--- src/rtl/mem_access_stage_if.sv ---
// Data-memory bus between the MEM-stage access unit and a word-organised
// data memory. One request/acknowledge handshake carries a single access.
//   req   : access request, held until ack or abandon
//   we    : 1 = write
//   addr  : word address (low two bits always 0)
//   be    : byte enables, bit n enables byte lane n
//   wdata : lane-replicated store data
//   ack   : completion; rdata is valid in the same cycle
//   rdata : read word
interface mem_access_stage_if;
  logic        req;
  logic        we;
  logic [31:0] addr;
  logic [3:0]  be;
  logic [31:0] wdata;
  logic        ack;
  logic [31:0] rdata;

  modport master (output req, we, addr, be, wdata, input ack, rdata);
  modport slave  (input req, we, addr, be, wdata, output ack, rdata);
endinterface

--- src/rtl/mem_access_stage.sv ---
// MEM-stage data-memory access unit. Takes load/store controls from EX/MEM,
// runs one req/ack transaction on the data-memory bus, formats the load
// result for MEM/WB and stalls the upstream pipeline while busy.
//   clk, rst        : clock (rising edge), asynchronous active-high reset
//   mem_read_i/_write_i, funct3_i, addr_i, wdata_i : access from EX/MEM
//   dmem            : data-memory bus (master side)
//   readMem_o       : registered, formatted load result
//   stall_o         : freeze PC/IF/ID/EX/MEM registers
//   access_fault_o  : misaligned or illegal access seen in IDLE
//   timeout_o       : sticky, set when an access is abandoned
//
// state | meaning
// IDLE  | waiting for an access; faulting accesses are rejected here
// REQ   | request on the bus, waiting for ack or timeout
// DONE  | result available for one cycle, pipeline advances at its end
module mem_access_stage #(
  parameter int TIMEOUT_CYCLES = 16,
  parameter int CNT_W          = 8
) (
  input  logic                        clk,
  input  logic                        rst,
  input  logic                        mem_read_i,
  input  logic                        mem_write_i,
  input  logic [2:0]                  funct3_i,
  input  logic [31:0]                 addr_i,
  input  logic [31:0]                 wdata_i,
  mem_access_stage_if.master          dmem,
  output logic [31:0]                 readMem_o,
  output logic                        stall_o,
  output logic                        access_fault_o,
  output logic                        timeout_o
);

  typedef enum logic [1:0] {IDLE, REQ, DONE} state_t;

  state_t            state_q, state_d;
  logic [CNT_W-1:0]  cnt_q, cnt_d;
  logic [31:0]       read_mem_q, read_mem_d;
  logic              timeout_q, timeout_d;

  logic        access;
  logic        legal_ld;
  logic        legal_st;
  logic        misaligned;
  logic        fault;
  logic [1:0]  offs;
  logic [7:0]  ld_byte;
  logic [15:0] ld_half;
  logic [31:0] ld_fmt;
  logic [3:0]  be;
  logic [31:0] wdata;

  assign access = mem_read_i | mem_write_i;
  assign offs   = addr_i[1:0];

  always_comb begin
    legal_ld   = (funct3_i == 3'b000) || (funct3_i == 3'b001) || (funct3_i == 3'b010) ||
                 (funct3_i == 3'b100) || (funct3_i == 3'b101);
    legal_st   = (funct3_i == 3'b000) || (funct3_i == 3'b001) || (funct3_i == 3'b010);
    // funct3[1:0] encodes the size for every legal load/store
    misaligned = ((funct3_i[1:0] == 2'b01) && addr_i[0]) ||
                 ((funct3_i[1:0] == 2'b10) && (offs != 2'b00));
    fault      = (mem_read_i && mem_write_i) ||
                 (mem_read_i && !legal_ld) ||
                 (mem_write_i && !legal_st) ||
                 misaligned;
  end

  always_comb begin
    be    = 4'b1111;
    wdata = wdata_i;
    if (mem_write_i) begin
      case (funct3_i[1:0])
        2'b00: begin
          be    = 4'b0001 << offs;
          wdata = {4{wdata_i[7:0]}};
        end
        2'b01: begin
          be    = offs[1] ? 4'b1100 : 4'b0011;
          wdata = {2{wdata_i[15:0]}};
        end
        default: begin
          be    = 4'b1111;
          wdata = wdata_i;
        end
      endcase
    end
  end

  always_comb begin
    case (offs)
      2'd0:    ld_byte = dmem.rdata[7:0];
      2'd1:    ld_byte = dmem.rdata[15:8];
      2'd2:    ld_byte = dmem.rdata[23:16];
      default: ld_byte = dmem.rdata[31:24];
    endcase
    ld_half = offs[1] ? dmem.rdata[31:16] : dmem.rdata[15:0];
    case (funct3_i)
      3'b000:  ld_fmt = {{24{ld_byte[7]}}, ld_byte};
      3'b100:  ld_fmt = {24'd0, ld_byte};
      3'b001:  ld_fmt = {{16{ld_half[15]}}, ld_half};
      3'b101:  ld_fmt = {16'd0, ld_half};
      default: ld_fmt = dmem.rdata;
    endcase
  end

  always_comb begin
    state_d    = state_q;
    cnt_d      = cnt_q;
    read_mem_d = read_mem_q;
    timeout_d  = timeout_q;
    case (state_q)
      IDLE: begin
        if (access && !fault) begin
          state_d = REQ;
          cnt_d   = '0;
        end else if (access) begin
          read_mem_d = '0;
        end
      end
      REQ: begin
        // ack in the final timeout cycle still completes the access
        if (dmem.ack) begin
          if (mem_read_i) read_mem_d = ld_fmt;
          state_d = DONE;
        end else if (cnt_q == CNT_W'(TIMEOUT_CYCLES - 1)) begin
          timeout_d  = 1'b1;
          read_mem_d = '0;
          state_d    = DONE;
        end else begin
          cnt_d = cnt_q + CNT_W'(1);
        end
      end
      default: state_d = IDLE;
    endcase
  end

  always_ff @(posedge clk or posedge rst) begin
    if (rst) begin
      state_q    <= IDLE;
      cnt_q      <= '0;
      read_mem_q <= '0;
      timeout_q  <= 1'b0;
    end else begin
      state_q    <= state_d;
      cnt_q      <= cnt_d;
      read_mem_q <= read_mem_d;
      timeout_q  <= timeout_d;
    end
  end

  assign dmem.req       = (state_q == REQ);
  assign dmem.we        = mem_write_i;
  assign dmem.addr      = {addr_i[31:2], 2'b00};
  assign dmem.be        = be;
  assign dmem.wdata     = wdata;
  assign readMem_o      = read_mem_q;
  assign timeout_o      = timeout_q;
  assign access_fault_o = (state_q == IDLE) && access && fault;
  // Held low during reset so a pending access cannot freeze the pipeline.
  assign stall_o        = !rst && (((state_q == IDLE) && access && !fault) || (state_q == REQ));

endmodule
--- src/flat_wrapper.sv ---
// flat-port wrapper written by rule: the top's interface ports become plain ports
module mem_access_stage_flat 
#(
  parameter int TIMEOUT_CYCLES = 16,
  parameter int CNT_W          = 8
)
  (clk, rst, mem_read_i, mem_write_i, funct3_i, addr_i, wdata_i, readMem_o, stall_o, access_fault_o, timeout_o, dmem_req, dmem_we, dmem_addr, dmem_be, dmem_wdata, dmem_ack, dmem_rdata);
  mem_access_stage_if dmem_i ();
  input  logic clk;
  input  logic rst;
  input  logic mem_read_i;
  input  logic mem_write_i;
  input  logic [2:0] funct3_i;
  input  logic [31:0] addr_i;
  input  logic [31:0] wdata_i;
  output logic [31:0] readMem_o;
  output logic stall_o;
  output logic access_fault_o;
  output logic timeout_o;
  output wire logic [$bits(dmem_i.req)-1:0] dmem_req;
  output wire logic [$bits(dmem_i.we)-1:0] dmem_we;
  output wire logic [$bits(dmem_i.addr)-1:0] dmem_addr;
  output wire logic [$bits(dmem_i.be)-1:0] dmem_be;
  output wire logic [$bits(dmem_i.wdata)-1:0] dmem_wdata;
  input wire logic [$bits(dmem_i.ack)-1:0] dmem_ack;
  input wire logic [$bits(dmem_i.rdata)-1:0] dmem_rdata;
  assign dmem_req = dmem_i.req;
  assign dmem_we = dmem_i.we;
  assign dmem_addr = dmem_i.addr;
  assign dmem_be = dmem_i.be;
  assign dmem_wdata = dmem_i.wdata;
  assign dmem_i.ack = dmem_ack;
  assign dmem_i.rdata = dmem_rdata;
  mem_access_stage #(.TIMEOUT_CYCLES(TIMEOUT_CYCLES), .CNT_W(CNT_W)) u_core (.clk(clk), .rst(rst), .mem_read_i(mem_read_i), .mem_write_i(mem_write_i), .funct3_i(funct3_i), .addr_i(addr_i), .wdata_i(wdata_i), .dmem(dmem_i), .readMem_o(readMem_o), .stall_o(stall_o), .access_fault_o(access_fault_o), .timeout_o(timeout_o));
endmodule
--- config.mk ---
export PLATFORM = sky130hd
export DESIGN_NAME = mem_access_stage_flat
export DESIGN_NICKNAME = d
export VERILOG_FILES = /design/src/rtl/mem_access_stage_if.sv /design/src/rtl/mem_access_stage.sv /design/src/flat_wrapper.sv
export SDC_FILE = /design/constraint.sdc
export NUM_CORES = 1
export LEC_CHECK = 0
export BUFFER_PORTS_ARGS = -buffer_cell sky130_fd_sc_hd__clkbuf_2
export CAP_MARGIN = 20
export CORE_MARGIN = 2
export CORE_UTILIZATION = 39
export CTS_BUF_LIST = sky130_fd_sc_hd__clkbuf_4 sky130_fd_sc_hd__clkbuf_8
export DETAILED_ROUTE_END_ITERATION = 7
export PLACE_DENSITY_LB_ADDON = 0.25
export SYNTH_ARGS = -nofsm -noshare
export SYNTH_HDL_FRONTEND = slang
export SYNTH_SLANG_ARGS = --single-unit
--- constraint.sdc ---
create_clock -name clk -period 2.3 [get_ports clk]
set_input_delay 0 -clock clk [delete_from_list [all_inputs] [get_ports clk]]
set_output_delay 0 -clock clk [all_outputs]
set_load 0.01 [all_outputs]
==> results.toml <==
[placement]
dpl_cell_area_um2 = 3620
place_inst = 539
gp_congestion = 0.851
dpl_worst_slack_ns = 0.0199
portBuffers = 146
post-dp-hpwl_mm = 7.12

[sta]
fin_crit_sh_pct = 98.9
rsz0062_at_grt = "true"
fin_crit_ns = 2.27
fmax_mhz = 440
holdWs_ns = 0.00000342
final_max_slew_viol_count = 0
worst_slew_pin_slew_ns = 1.03
setup_slack_ns = 0.0264
hold_viol = 0
setup_viol = 0
relSlewSlack_pct = 31.0
clock_skew_ns = 0.00939

[power_and_ir_drop]
switchingPower_w = 0.000778
swShare_pct = 34.9
pwr-share-comb_pct = 37.1
finalPower_w = 0.00223
cellLeakagePower_nw = 2.02
ir_worst_vdd_mv = 0.415
power_density_nw_per_um2 = 590
internal-power_w = 0.00145
clkPwrFrac_pct = 22.0
p_seq_share_pct = 40.9

[drt]
firstDrtPassIters = 5
wire_per_inst_um = 16.2
antenna_left = 0
drc = 0
wl_mm = 8.94
vias = 2866
via_per_inst = 5.19
first_iter_violations = 179

[synthesis]
ys_types = 42
synth_cells = 336
synthTopCellsByArea = "dfrtp_1 (35%), buf_4 (10%), mux2i_1 (8.2%)"
async_flop_share_pct = 100
mappedNetlistArea_um2 = 3050
synth-edff-count = 0
ys_ff_latch = 43
ys_seq_area_share_pct = 35.3
yosys.area.top_type_share_pct = 35.3
yosys.area.top_type = "dfrtp_1"
synth_ff_type = "dfrtp_1"
synth.most_common_cell = "dfrtp_1"
synthTopCellsByCount = "dfrtp_1 (43), buf_4 (42), nand2_1 (39), mux2i_1 (25), nor2b_1 (18)"
avgSynthCellArea_um2 = 9.07
yosysWarnings = 0

[global_route]
grt_start_max_net_pins = 32
grt_pass1_vias = 2747
grt-ovfl-total = 0
grt_pass1_wl_mm = 14.0
gr-usage-all-layers_pct = 20.8
antenna_found_initial = 0

[clocking]
ctsLongestPathBuffers = 2
h-tree-depth = 2
clkLatencyLatePin_ns = 0.30
cts_buffers = 5
cts_root_buf = "clkbuf_8"
postCtsSetupBuffers = 0
cts.sinks = 43
cts_tree = "built"
clk_pin_slew_ns = 0.07

[worst_setup_path]
worst-path-max-fanout = 12
startpoint = "u_core.cnt_q[0]$_DFFE_PP0P_"
ff2ff_setup_slack_ns = 0.03
cpLargestDelayFamily = "simple AND/OR/NAND/NOR gates"
reg2reg_from = "u_core.cnt_q[0]$_DFFE_PP0P_"
cp_num_buf_inv = 1
crit_chain = "ha_2, or4b_4, o31a_1, or4_4, buf_4, o2bb2ai_1"
cp-start-kind = "flip-flop"
r2r_cells = 6
slowest_delay_ns = 0.52
required_ns = 2.48
critical_path.slowest_cell = "or4_4"
arrival_ns = 2.46
worstSetupPathType = "flip-flop to flip-flop"
worstSetupEndpointType = "flip-flop"
worst-path-stages = 6

[finish]
fin_nets = 554
final_area_um2 = 3780
antenna_cells = 0
layout-drive-gt1-share_pct = 41.6
area_growth_syn_to_layout_pct = 24.1
instances_no_fill = 552
nFillCells = 763

[floorplan]
rows = 32
start_util_pct = 39.9
pin_count = 209
die_area_um2 = 8540
coreArea_um2 = 7650
die_y_um = 92.4
fp.dieW_um = 92.4

[min_path]
hold_class = "input port to primary output"
min-delay-start = "addr_i[8]"
min_path_cells = 0

[status]
outcome = "complete, no violations"

[job]
cap_violations = 0
==> power groups by stage <==
| stage | sequential, W | clock (W) | combinational [W] |
|---|---|---|---|
| 6_report | 0.000913 | 0.000490 | 0.000828 |
| 5_1_grt | 0.000925 | 0.000522 | 0.000914 |
| 4_1_cts | 0.000914 | 0.000498 | 0.000826 |
| 3_5_place_dp | 0.000927 | 0 | 0.000819 |
| 3_3_place_gp | 0.000927 | 0 | 0.000802 |
| 2_1_floorplan | 0.000955 | 0 | 0.000516 |
==> cell type report <==
cell class / instances / area [um2] / share of cell area, %
Multi-Input combinational cell: 220 / 1520 / 40.2
Sequential cell: 43 / 1080 / 28.4
Timing Repair Buffer: 169 / 933 / 24.7
Tap cell: 102 / 128 / 3.37
Clock buffer: 6 / 76.3 / 2.02
Inverter: 10 / 37.5 / 0.992
Clock inverter: 2 / 12.5 / 0.331
==> metal layers <==
metal,wire length (um),track usage [%]
met2,4480,36.1
met1,3690,25.1
met3,573,4.48
met5,0,0
met4,200,7.71
==> final timing paths <==
path	endpoint
worst max-delay path	u_core.readMem_o[24]$_DFFE_PP0P_
worst min-delay path	dmem_addr[8]
worst max register to register	u_core.readMem_o[24]$_DFFE_PP0P_
worst min register to register	u_core.timeout_o$_DFFE_PP0P_
max in group asynchronous	u_core.readMem_o[28]$_DFFE_PP0P_
min in group asynchronous	u_core.cnt_q[3]$_DFFE_PP0P_
==> metrics by stage <==
step / utilization, % / setup TNS (ns)
after CTS: 49.0 / 0
after floorplan: - / -0.192
after detailed placement: 47.3 / 0
after global placement: 47.3 / 0
final: 49.5 / 0
after global routing: 49.5 / -0.921
==> sequential cells by signal (all words and copies together), names as in the netlist <==
name	count
u_core.timeout_o	1
u_core.cnt_q	8
u_core.state_q	2
u_core.readMem_o	32
==> timing repair <==
action,4_1_cts,5_1_grt
gates resized for setup,0,2
hold buffers,4,0
hold endpoints to repair,29,0
endpoints found under the setup margin,0,24
==> cells by family after synthesis <==
| logic type | share of synthesized area (%) |
|---|---|
| other | 0.123 |
| xor gates and xnor gates | 2.01 |
| buffers and inverters | 15.3 |
| muxes | 12.3 |
| adders and majority gates | 0.410 |
| DFF | 35.3 |
| and+or+nand+nor | 17.1 |
| AOI/OAI and AO/OA | 17.5 |
==> cells in the final DEF, fill, tap and decap left out, types with 7 or more instances in the layout <==
| cell type | count |
|---|---|
| inv_1 | 10 |
| o2bb2ai_1 | 16 |
| nor2_1 | 14 |
| a221o_1 | 8 |
| buf_4 | 18 |
| nor2b_1 | 18 |
| nor3_1 | 11 |
| clkbuf_2 | 146 |
| o21ai_0 | 10 |
| dfrtp_1 | 43 |
| nand2_1 | 39 |
| o221ai_1 | 7 |
| mux2i_1 | 25 |
| a21oi_1 | 11 |
| a22o_1 | 8 |
| mux2_2 | 10 |
No activity file was read; power rests on OpenSTA's default activity.
